--- src/rtl/uart_tx.sv ---
// uart_tx: UART transmitter with start bit, 8 data bits sent LSB first, and a stop bit.
// Define UART_TX_PARITY_EN to add an even parity bit after bit 7.
`timescale 1ns/1ps
module uart_tx #(
    parameter int CLKS_PER_BIT = 1085
) (
    input  logic       clk,
    input  logic       rst,
    input  logic [7:0] data,
    input  logic       start,
    output logic       tx_out,
    output logic       ready
);
    typedef enum logic [2:0] {
        IDLE,
        START,
        DATA,
`ifdef UART_TX_PARITY_EN
        PARITY,
`endif
        STOP
    } state_t;
    localparam logic [15:0] LAST = 16'(CLKS_PER_BIT - 1);
    state_t      state_q, state_d;
    logic [15:0] baud_q, baud_d;
    logic [2:0]  bit_q, bit_d;
    logic [7:0]  shift_q, shift_d;
    logic        tx_d, ready_d, bit_end, accept;
    assign bit_end = baud_q == LAST;
    // A new byte may also be taken on the edge that ends the stop bit.
    assign accept = start && (state_q == IDLE || (state_q == STOP && bit_end));
    always_ff @(posedge clk or posedge rst) begin
        if (rst) begin
            state_q <= IDLE;
            baud_q  <= '0;
            bit_q   <= '0;
            shift_q <= '0;
            tx_out  <= 1'b1;
            ready   <= 1'b1;
        end else begin
            state_q <= state_d;
            baud_q  <= baud_d;
            bit_q   <= bit_d;
            shift_q <= shift_d;
            tx_out  <= tx_d;
            ready   <= ready_d;
        end
    end
    always_comb begin
        state_d = state_q;
        case (state_q)
            IDLE:   state_d = accept ? START : IDLE;
            START:  state_d = bit_end ? DATA : START;
`ifdef UART_TX_PARITY_EN
            DATA:   state_d = (bit_end && bit_q == 3'd7) ? PARITY : DATA;
            PARITY: state_d = bit_end ? STOP : PARITY;
`else
            DATA:   state_d = (bit_end && bit_q == 3'd7) ? STOP : DATA;
`endif
            STOP:   state_d = accept ? START : bit_end ? IDLE : STOP;
            default: state_d = IDLE;
        endcase
    end
    always_comb begin
        baud_d  = (state_q == IDLE || accept || bit_end) ? 16'd0 : baud_q + 16'd1;
        bit_d   = state_q != DATA ? 3'd0 : bit_end ? bit_q + 3'd1 : bit_q;
        shift_d = accept ? data : shift_q;
        tx_d    = state_d == START ? 1'b0 : state_d == DATA ? shift_q[bit_d] : 1'b1;
`ifdef UART_TX_PARITY_EN
        if (state_d == PARITY) tx_d = ^shift_q;
`endif
        ready_d = state_d == IDLE;
    end
endmodule
--- config.mk ---
export PLATFORM = sky130hd
export DESIGN_NAME = uart_tx
export DESIGN_NICKNAME = d
export VERILOG_FILES = /design/src/rtl/uart_tx.sv
export SDC_FILE = /design/constraint.sdc
export NUM_CORES = 1
export LEC_CHECK = 0
export ABC_AREA = 1
export CORE_MARGIN = 10
export CORE_UTILIZATION = 40
export DETAILED_ROUTE_END_ITERATION = 16
export GPL_TIMING_DRIVEN = 0
export PLACE_DENSITY_LB_ADDON = 0.08
export SYNTH_ARGS = -nofsm -noshare
export SYNTH_HDL_FRONTEND = slang
export SYNTH_SLANG_ARGS = --single-unit
export TNS_END_PERCENT = 5
--- constraint.sdc ---
create_clock -name clk -period 3.55 [get_ports clk]
set_input_delay 0.71 -clock clk [delete_from_list [all_inputs] [get_ports clk]]
set_output_delay 0.71 -clock clk [all_outputs]
set_load 0.1 [all_outputs]
---- Yosys cells after proc, flatten, opt, wreduce, memory -nomap -nowiden ----
Index checks and enable logic that the tools add are counted.
cells by class
  $add $sub $neg .......................... 2
  $lt $le $gt $ge ......................... 1
  equal/unequal tests ..................... 8
  multiplexer cells ....................... 13
  reductions and logical operators ........ 8
operators with widths
  kind                                                         number
  adder 16 x 1 -> 16 bit (second input constant)               1
  == test 16 x 11 -> 1 bit (second input constant)             1
  2-to-1 mux 16 bit                                            1
  == test 3 x 2 -> 1 bit (second input constant)               3
  one-hot mux 2 bit (4 select lines)                           1
  == test 3 x 1 -> 1 bit (second input constant)               2
  zero test 3 bit                                              2
  2-to-1 mux 2 bit                                             3
  2-to-1 mux 3 bit                                             2
  2-to-1 mux 1 bit                                             5
  less-than comparator 3 x 4 -> 1 bit (second input constant)  1
  adder 3 x 1 -> 3 bit (second input constant)                 1
  binary-select mux 1 bit (select 3 bit)                       1
  == test 3 bit (second input constant)                        1
  logical AND 1 bit                                            3
  logical OR 1 bit                                             3
  inequality test 3 x 2 -> 1 bit (second input constant)       1
storage, ports and cells
  register bits ........................... 32
  input bits .............................. 11
  output and inout bits ................... 2
  word-level logic and storage cells ...... 38

---- Logic depth before layout (Yosys ltp) ----
  depth in word-level cells ............... 9
  depth in mapped cells ................... 12
  mapped depth without buffers ............ 12

---- Least setup slack after synthesis ----
Ideal clock, no wire load.
  kind .................................... register -> register
  start point ............................. reg baud_q[0]
  end point ............................... reg tx_out
  library setup time ...................... 0.078 ns
  data arrival time ....................... 1.505 ns
  required time ........................... 3.472 ns
  slack ................................... 1.967 ns
  cell stages (with the launch flop) ...... 12
  clock period less this slack ............ 1.583 ns
  cells stage by stage .................... dfrtp_1 inv_1 ha_1 nand3_1 nor2_1 nand3_1 nand3_2 nand2_1 nand3_1 nand3_1 nand2_1 a21oi_2
on the way
  cells in the longest elaborated chain, start to end .. 9
RTL lines
  what                                                         RTL line  RTL
  from (decl)                                                  25        logic [15:0] baud_q, baud_d;
  from (signal assigned)                                       42        baud_q <= baud_d;
  == test 16 x 11 -> 1 bit (*)                                 29        assign bit_end = baud_q == LAST;
  logical AND 1 bit                                            31        assign accept = start && (state_q == IDLE || (state_q == STOP && bit_end));
  logical OR 1 bit                                             31
  logical AND 1 bit                                            31
  2-to-1 mux 2 bit / 2-to-1 mux 1 bit (equally long branches)  60, 52
  one-hot mux 2 bit (4 select lines)                           51        case (state_q)
  == test 3 x 2 -> 1 bit                                       68        tx_d = state_d == START ? 1'b0 : state_d == DATA ? shift_q[bit_d] : 1'b1;
  2-to-1 mux 1 bit                                             68
  2-to-1 mux 1 bit (*)                                         68
  net tx_d                                                     28        logic tx_d, ready_d, bit_end, accept;
  to (signal assigned)                                         45        tx_out <= tx_d;
  to (decl)                                                    11        output logic tx_out,
Mark *: on every way through the listed nets, which the timed path passes. The rest lies on a longest branch. The select of a mux whose other input is x is not followed.
A chain may end at the register's enable or synchronous reset.

---- Worst setup path in the final report ----
  start point ............................. reg ready
  end point ............................... out ready
RTL lines
  what                    RTL line  RTL
  from (decl)             12        output logic ready
  from (signal assigned)  46        ready <= ready_d;
No word-level cell between the ends.

==> out/results.txt <==
The flow ran to the end, and the final reports show no timing, DRC or antenna violations. For the post-route total power, the log shows 683 µW. The floorplan die area was 7350 µm²; the max capacitance violation total was 0. In this run the register-to-register setup slack is 1.68 ns.

Setup violations remaining at the end of the flow were counted as 0. Entering global routing, the biggest net connects 32 pins. Compared with the post-synthesis result, the final layout area differs by 17.9%. At the end of the flow, the number of nets in the layout was 239.

For the post-CTS setup repair buffer count, the log shows 0. The largest stage delay on the critical path was 1.13 ns; the number of hold-repair buffers added at the cts stage was 0. For this run, the number of standard cells in the final layout without fillers is 275. Dividing the detail-routed wire length by the instance count gives 12.8 µm. The logs give 0 for the final number of hold-violating endpoints and 42.3% for the initial standard-cell utilization of the core. Setup repair after global routing left no endpoint under its margin. The tools report the kind of capture point of the worst setup path as an output pin.

The worst setup path is launched from a flip-flop. The tools report the total global routing track utilization as 10.2%. The slew at the pin closest to its max-slew limit is 0.974 ns. Fill cells in the final layout number 406. The number of warnings issued by yosys was 0. Timing would allow up to 378 MHz. Summing the areas of all compound-gate instances in the mapped netlist gives 6.73% of the synthesized area. The area of all placed cells without fillers was 2040 µm²; the synthesized-area fraction occupied by and/or/nand/nor cells was 35.7%.

The count of port buffers added during placement works out to 12. The cell total after placement is 266. The routed layout has 1350 vias. The run gives 0.28 ns as the clock insertion delay at the later pin of the skew report. Total global routing overflow: 0.

0 antenna diodes ended up in the layout. Mean post-synth cell area: 8.48 µm². Summing every instance area after synthesis gives 1730 µm². The time the final worst path needs with I/O delays and setup was 2.64 ns. For the setup TNS, the log shows 0 ns. The tools report the depth of the CTS H-tree as 2. CTS saw 31 sinks. The tools report the final number of max-transition violations as 0. After synthesis, flip-flops and latches occupy 45.0% of the total area. The root buffer cell was clkbuf_8. The multi-input combinational cells in the finished layout cover a total of 811 µm². Main combinational cell family by area after synthesis: simple AND/OR/NAND/NOR gates.

The tools report the number of global-route vias before repair as 1383. The number of buffer and inverter stages on the critical path is 1, and the count of different cell masters after synthesis is 35. Clock-pin slew was measured on the worst setup and hold paths at 0.06 ns. The portion of synthesized area spent on multiplexers is 0%.

The number of buffers on the longest clock path was 2; the initial antenna violation count was 0. The peak fanout along the critical path is 1, and the count of unresolved DRC violations after routing is 0. After detailed routing, the total wire length is 3510 µm.

The number of detailed-routing iterations run before antenna repair was 4; the area of all sequential standard cells was 778 µm². The utilization of the core after routing is 49.9%, and the fraction of final layout cells with drive strength greater than 1 is 17.8%. STA puts the critical path data arrival time at 1.93 ns. After Yosys synthesis, full adders, half adders and majority gates account for 2.89% of the synthesized area. Data on the critical path is required at its endpoint by 2.84 ns. After detailed placement, the total cell area comes to 1910 µm². The signal on the critical path passes through clkdlybuf4s50_1. Main flop type after synthesis: dfrtp_1.

For the post-route antenna net violation count, the log shows 0. Cell type of the slowest stage on the worst timing path: clkdlybuf4s50_1. For this block, the initial DRC count from the detailed router was 60. The wire length of the first global-routing pass came out at 6150 µm.

Across all hold checks on the routed design, the worst slack comes to 0.516 ns. The number of rows created at floorplan is 23, and the power per cell area is 335 nW/µm². The wire-length estimate of the detail-placed layout is 2650 µm. The final setup skew is 0.00285 ns, and the I/O pin count is 13.

The headroom to the max-slew limit is 34.8%. The total nets after synthesis is 219. The die is 85.8 µm wide.

The tools report the global placer's final weighted congestion as 0.818. Counting every instance in the synthesized netlist gives 204. TritonCTS created 5 clock buffers.

Once routing completed, OpenROAD measured the worst setup slack at 0.908 ns. The number of flip-flops and latches in the synthesized netlist is 31, and the async set or reset register ratio after synthesis is 100%. Counting flops with a built-in enable in the synthesized netlist gives 0.

Of the available clock period, the critical path in the final layout requires 74.4%. The path class of the tightest hold or removal check is reg -> reg. The region available for standard cell placement spans 4090 µm². Summed over all cells, the static leakage comes to 0.957 nW.

The cell family contributing the most delay on the critical path is buffers and inverters. Across the VDD grid, the largest voltage drop is 227 µV. After detailed routing, the number of vias per cell comes to 4.91. At the placement stage, the worst setup path has a slack of 1.21 ns. TritonCTS built the clock tree. XOR/XNOR share of the synthesized area: 1.52%.

The setup path with the least slack is of type reg -> out. The number of gates resized after CTS was 0. In this run the vertical extent of the chip is 85.8 µm.
cells in the final DEF, fill, tap and decap left out, types with 2 or more instances in the layout:
master / instances
nand4_1: 6
clkdlybuf4s50_1: 12
nor3b_1: 6
inv_1: 30
nor2_4: 3
xor2_1: 2
nand3_2: 4
nand3_1: 12
a21oi_1: 10
nor2_1: 33
o21ai_1: 3
nand2_4: 2
nor3b_2: 2
clkbuf_8: 7
o21ai_0: 2
nand2_2: 6
dfrtp_1: 29
nand2_1: 24
nor2_2: 4
dfstp_2: 2
inv_2: 2
ha_1: 4
nor3_1: 4
power by group:
| group | leakage, nW | internal, mW | switching, mW |
|---|---|---|---|
| Sequential | 0.364 | 0.353 | 0 |
| Clock | 0.0515 | 0.177 | 0.131 |
| Combinational | 0.541 | 0.0127 | 0.00923 |
state kept, by name (all words and copies together) (netlist names):
register  cells
ready         1
baud_q       16
shift_q       8
bit_q         3
state_q       2
tx_out        1
synth_stat cells (3+ instances only):
master    n  area share, %
inv_1    30            6.5
nor2_2    4            1.4
nand3_1  12            3.5
ha_1      4            2.9
nand2_2   6            2.2
nor3_1    4            1.2
nand4_1   6            2.2
dfrtp_1  29             42
o21ai_1   3           0.87
a21oi_1  10            2.9
nand2_1  24            5.2
nor3b_1   6            2.6
nor2_1   33            7.2
nor2_4    3            2.0
nand3_2   4            2.3
path summary, 6_finish.rpt:
path                            from    endpoint  cells past startpoint
min                        baud_q[0]   baud_q[0]                      1
min in group asynchronous        rst  baud_q[10]                      2
min reg2reg                baud_q[0]   baud_q[0]                      1
max in group asynchronous        rst      tx_out                      3
max                            ready       ready                      1
max reg2reg                baud_q[0]      tx_out                     11
area by class of cell:
class,count,area share [%]
buffer,2,0.798
inverter,33,6.07
multi-input combinational,138,39.8
tap,50,3.07
sequential,31,38.2
timing repair buffer,13,7.24
clock buffer,8,4.91
routing by layer:
layer	up-vias	GRT usage [%]	share of wire, %
met5	-	0	0
met4	0	4.19	1.8
met3	6	3.88	4.1
met2	16	15.5	45
met1	632	12.7	49
li1	696	-	-
kinds of logic after synthesis:
group | count (synthesis)
AO/OA/AOI/OAI | 20
XOR/XNOR | 3
adder cells (fa/ha/maj) | 4
buffers and inverters | 35
flip-flops | 31
AND/OR/NAND/NOR | 111
Power figures use the tool's default switching activity.
